$ cat src/rtl/run_monitor.sv
// run_monitor: retire-stream monitor with IDLE/RUN/HALT control, cycle/instret counters,
// EBREAK/ECALL/watchdog halting and an optional PC trace ring (enabled by RUN_MONITOR_TRACE_EN).
module run_monitor #(
  parameter int XLEN          = 32,
  parameter int CNT_W         = 32,
  parameter int MAX_CYCLES    = 1000,
  parameter int HALT_ON_ECALL = 0,
  parameter int TRACE_DEPTH   = 16,
  localparam int IDX_W        = $clog2(TRACE_DEPTH)
) (
  input  logic             clk,
  input  logic             reset,
  input  logic             instr_valid,
  input  logic [XLEN-1:0]  pc,
  input  logic [31:0]      instruction,
  input  logic             clear,
  input  logic [IDX_W-1:0] trace_idx,
  output logic             halted,
  output logic [1:0]       halt_cause,
  output logic [XLEN-1:0]  halt_pc,
  output logic [CNT_W-1:0] cycle_count,
  output logic [CNT_W-1:0] instret_count,
  output logic [XLEN-1:0]  trace_pc,
  output logic [IDX_W:0]   trace_count
);
  localparam logic [31:0] EBREAK = 32'h0010_0073;
  localparam logic [31:0] ECALL  = 32'h0000_0073;
  localparam logic [1:0] CAUSE_NONE  = 2'b00;
  localparam logic [1:0] CAUSE_EBRK  = 2'b01;
  localparam logic [1:0] CAUSE_ECALL = 2'b10;
  localparam logic [1:0] CAUSE_TMO   = 2'b11;
  localparam logic [CNT_W-1:0] TO_LAST = CNT_W'(MAX_CYCLES > 0 ? MAX_CYCLES - 1 : 0);

  typedef enum logic [1:0] {S_IDLE, S_RUN, S_HALT} state_e;

  state_e           state_q, state_d;
  logic             halted_q, halted_d;
  logic [1:0]       cause_q, cause_d;
  logic [XLEN-1:0]  hpc_q, hpc_d;
  logic [CNT_W-1:0] cyc_q, cyc_d;
  logic [CNT_W-1:0] ret_q, ret_d;
  logic             run_cycle;
  logic             trace_we;

  always_comb begin
    state_d   = state_q;
    cause_d   = cause_q;
    hpc_d     = hpc_q;
    cyc_d     = cyc_q;
    ret_d     = ret_q;
    run_cycle = 1'b0;
    trace_we  = 1'b0;
    if (clear) begin
      state_d = S_IDLE;
      cause_d = CAUSE_NONE;
      hpc_d   = '0;
      cyc_d   = '0;
      ret_d   = '0;
    end else begin
      // The instruction that wakes IDLE is handled exactly like a RUN-cycle retire.
      run_cycle = (state_q == S_RUN) || (state_q == S_IDLE && instr_valid);
      if (run_cycle) begin
        state_d = S_RUN;
        cyc_d   = cyc_q + CNT_W'(1);
        if (instr_valid) begin
          ret_d    = ret_q + CNT_W'(1);
          trace_we = 1'b1;
        end
        if (instr_valid && instruction == EBREAK) begin
          state_d = S_HALT;
          cause_d = CAUSE_EBRK;
          hpc_d   = pc;
        end else if (instr_valid && instruction == ECALL && HALT_ON_ECALL != 0) begin
          state_d = S_HALT;
          cause_d = CAUSE_ECALL;
          hpc_d   = pc;
        end else if (MAX_CYCLES > 0 && cyc_q == TO_LAST) begin
          state_d = S_HALT;
          cause_d = CAUSE_TMO;
          hpc_d   = '0;
        end
      end
    end
    halted_d = (state_d == S_HALT);
  end

  always_ff @(posedge clk or negedge reset) begin
    if (!reset) begin
      state_q  <= S_IDLE;
      halted_q <= 1'b0;
      cause_q  <= CAUSE_NONE;
      hpc_q    <= '0;
      cyc_q    <= '0;
      ret_q    <= '0;
    end else begin
      state_q  <= state_d;
      halted_q <= halted_d;
      cause_q  <= cause_d;
      hpc_q    <= hpc_d;
      cyc_q    <= cyc_d;
      ret_q    <= ret_d;
    end
  end

  assign halted        = halted_q;
  assign halt_cause    = cause_q;
  assign halt_pc       = hpc_q;
  assign cycle_count   = cyc_q;
  assign instret_count = ret_q;

`ifdef RUN_MONITOR_TRACE_EN
  logic [XLEN-1:0]  trace_mem [TRACE_DEPTH];
  logic [IDX_W-1:0] wr_ptr_q, wr_ptr_d;
  logic [IDX_W:0]   tcnt_q, tcnt_d;
  logic [IDX_W-1:0] rd_ptr;

  always_comb begin
    wr_ptr_d = wr_ptr_q;
    tcnt_d   = tcnt_q;
    if (clear) begin
      wr_ptr_d = '0;
      tcnt_d   = '0;
    end else if (trace_we) begin
      wr_ptr_d = wr_ptr_q + IDX_W'(1);
      if (tcnt_q != (IDX_W+1)'(TRACE_DEPTH)) tcnt_d = tcnt_q + (IDX_W+1)'(1);
    end
  end

  always_ff @(posedge clk or negedge reset) begin
    if (!reset) begin
      wr_ptr_q <= '0;
      tcnt_q   <= '0;
    end else begin
      wr_ptr_q <= wr_ptr_d;
      tcnt_q   <= tcnt_d;
    end
  end

  // Storage has no reset; entries beyond trace_count are never meaningful.
  always_ff @(posedge clk) begin
    if (trace_we) trace_mem[wr_ptr_q] <= pc;
  end

  assign rd_ptr      = wr_ptr_q - trace_idx - IDX_W'(1);
  assign trace_pc    = trace_mem[rd_ptr];
  assign trace_count = tcnt_q;
`else
  logic unused_trace;
  assign unused_trace = ^{trace_idx, trace_we};
  assign trace_pc     = '0;
  assign trace_count  = '0;
`endif

endmodule

$ cat config.mk
export PLATFORM = sky130hd
export DESIGN_NAME = run_monitor
export DESIGN_NICKNAME = d
export VERILOG_FILES = /design/src/rtl/run_monitor.sv
export SDC_FILE = /design/constraint.sdc
export NUM_CORES = 1
export LEC_CHECK = 0
export ABC_AREA = 1
export ABC_CLOCK_PERIOD_IN_PS = 1600
export CORE_ASPECT_RATIO = 0.7
export CORE_MARGIN = 2
export CORE_UTILIZATION = 42
export CTS_BUF_LIST = sky130_fd_sc_hd__clkbuf_2
export DETAILED_ROUTE_END_ITERATION = 10
export MAX_ROUTING_LAYER = met4
export PLACE_DENSITY = 0.78
export SLEW_MARGIN = 5
export SYNTH_ARGS = -nofsm -noshare
export SYNTH_HDL_FRONTEND = slang
export SYNTH_SLANG_ARGS = --single-unit
$ cat constraint.sdc
create_clock -name clk -period 1.6 [get_ports clk]
set_clock_uncertainty 0.15 [all_clocks]
set_input_delay 0.32 -clock clk [delete_from_list [all_inputs] [get_ports clk]]
set_output_delay 0.32 -clock clk [all_outputs]
set_load 0.01 [all_outputs]
==> metrics <==
status complete, but fails checks; failing checks negative hold slack, negative setup slack; maximum VDD drop 0.333 mV; Cell Count, Final, Fillers Out 1,444; GRT Residual Overflow 0; cell with the most instances after synthesis nand2_1; Final Wtd Congestion 0.909; row count 36; CP peak stage delay 0.47 ns; Ys Warns 0; final net count 1,323; Detailed Place HPWL 14.2 mm; GRT Total Usage 29.8%; max cap viols 0; Crit path required time 2.06 ns; Max clock buf depth 2; RSZ-0062 raised after global routing true; hold slack final -0.0132 ns; PnR worst setup slack -0.485 ns; clk sinks 101; Die H 103 um; PwrDens 408 nW/um^2; Gate Count Post-Synth 804; root buffer cell clkbuf_2; startpoint types register; final WL 28.2 mm; Post-synth EDFFs 0; crit path cell chain buf_6 -> ha_4 -> nand2_4 -> nor2_4 -> buf_4 -> buf_6 -> nand2_2 -> nor2_4 -> nand2_1 -> nand2_1 -> nand4_1 -> o21ai_1; Tcrit/Tclk final 130%; main area contributors after synthesis dfrtp_1, nand2_1, nor2_1; Slowest-stage cell, CP dfrtp_1; most frequent cells after synthesis nand2_1, nor2_1, inv_1, dfrtp_1, o21ai_0; post-synth design cell area 5910 sq um; diode count 0; sequential area share after synthesis 42.8%; Synth Flop Type dfrtp_1; initial antenna violation count 0; Die Footprint 15,000 sq um; Yosys top cell area share 42.8%; crit end category register; number of global-route vias before repair 7,015; Seq cells post-synth 101; H-tree levels 3; Mean Syn Cell Area 7.35 sq um; I/O pin cnt 208; drt wl/cell 19.5 um; crit path kind reg -> reg; clock latency on the worst-skew pair 0.69 ns; largest net degree at the start of global routing 37; Tot Pwr 4.64 mW; CTS clock-pin slew for the worst setup and hold paths 0.36 ns; TritonCTS clock tree built; fill count 764; Buf/Inv on CP 3; Vias 8,057; first-pass GRT wire length 34.6 mm; fin. max-slew vios 0; iteration count of the initial detailed-routing pass 8; Residual DRC 0; crit-path max FO 4; CTS Buf Count 9; Worst EP arrival 2.54 ns; fmax 480 MHz; Leak 5.73 nW; Die X 146 um; Layout area overhead 92.8%; largest area contributor in the netlist dfrtp_1; Hold Path Class in -> reg; setup slack after placement -0.587 ns; Final Cell Area 11,400 sq um; # port buffers 166; synth unique cells 35; Cells after DPL 1,275; Post-DRT Antenna Nets 0; fin crit period 2.09 ns; count of final hold-check violations 5; via/cell ratio 5.58; Core ar. 13,800 sq um; crit-path leading delay family simple AND/OR/NAND/NOR gates; asr flop ratio synth 100%; setup violators final 191; starting density of the core 42.7%; starting DRC count in detailed routing 927; share of cells above drive strength 1 49.6%; Area after DPL 8700 sq um
sequential cells by signal, summed over array words and instances (netlist names):
signal         flops
state_q            2
cycle_count       32
halt_cause         2
halt_pc           32
halted             1
instret_count     32
path summary, 6_finish.rpt:
kind | startpoint | depth (start not counted) | endpoint | slack [ns]
max | instret_count[0]$_DFFE_PN0P_ | 12 | instret_count[30]$_DFFE_PN0P_ | -0.49
min | pc[19] | 3 | halt_pc[19]$_DFFE_PN0P_ | -0.01
max reg2reg | instret_count[0]$_DFFE_PN0P_ | 12 | instret_count[30]$_DFFE_PN0P_ | -0.49
min reg2reg | halt_pc[18]$_DFFE_PN0P_ | 2 | halt_pc[18]$_DFFE_PN0P_ | 0.42
max in group asynchronous | reset | 4 | instret_count[27]$_DFFE_PN0P_ | 0.29
min in group asynchronous | reset | 3 | instret_count[13]$_DFFE_PN0P_ | 0.43
placed cells by master, fill, tap and decap left out, drive strengths merged:
master           n
nor4             2
nand2          159
o31ai            1
buf            376
xor2             2
nor2           121
a211oi           1
clkdlybuf4s50   66
a31oi            3
and3             1
conb            37
o221ai           1
clkbuf          11
a21oi           34
clkinv           2
and2             2
dfrtp          101
nor3            29
ha               2
nand3           48
nand4           55
inv            119
o21ai           69
dlygate4sd3     12
cells by family after synthesis:
family	Yosys count	share of synthesized area, %
compound gates	109	9.57
xor+xnor	2	0.296
fa+ha+maj	2	0.423
buf+inv	172	13.7
flops	101	42.8
other cells	1	0.0635
simple gates	417	33.2
tightest hold or removal path, cell delays in order:
cell and delay (ns):
clkdlybuf4s50_1 0.40, inv_1 0.05, o21ai_1 0.06
what timing repair did:
item                                    CTS  global route
pin swaps                                47           112
gates cloned                              2             2
resized for setup                       652           217
endpoints found under the hold margin   109             2
endpoints found under the setup margin  180           193
hold buffers                             10             2
buffers inserted                         92            56
report_power, final:
group          leakage (nW)  internal, mW  switching, mW
clock network        0.0741         0.270           1.10
logic                  4.26         0.341          0.344
registers              1.40          2.58         0.0141
total                  5.73          3.19           1.46
cell type report:
class | instances | area (sq um) | area share (%)
clock inverter | 7 | 73.8 | 0.648
inverter | 114 | 443 | 3.89
timing repair buffer | 456 | 4340 | 38.1
multi-input combinational | 567 | 3720 | 32.7
tap | 190 | 238 | 2.09
sequential | 101 | 2530 | 22.2
clock buffer | 9 | 45.0 | 0.395
per-stage QoR:
stage,setup TNS [ns],utilization (%),hold WS [ns]
finish,-45.40,82.4,-0.0132
global route,-57.29,82.4,-0.0629
CTS,-26.89,73.6,0.000914
detailed placement,-43.97,62.9,0.114
global placement,-43.80,62.9,0.106
floorplan,-1.38,-,-0.126
per-layer routing:
| metal | vias to the layer above | track usage [%] | share of wire, % |
|---|---|---|---|
| met5 | - | - | 0 |
| met4 | 0 | 9.50 | 6.9 |
| met3 | 206 | 5.57 | 9.7 |
| met2 | 634 | 48.5 | 47 |
| met1 | 3771 | 38.3 | 36 |
| li1 | 3446 | - | - |
(Power assumes the default switching activity.)
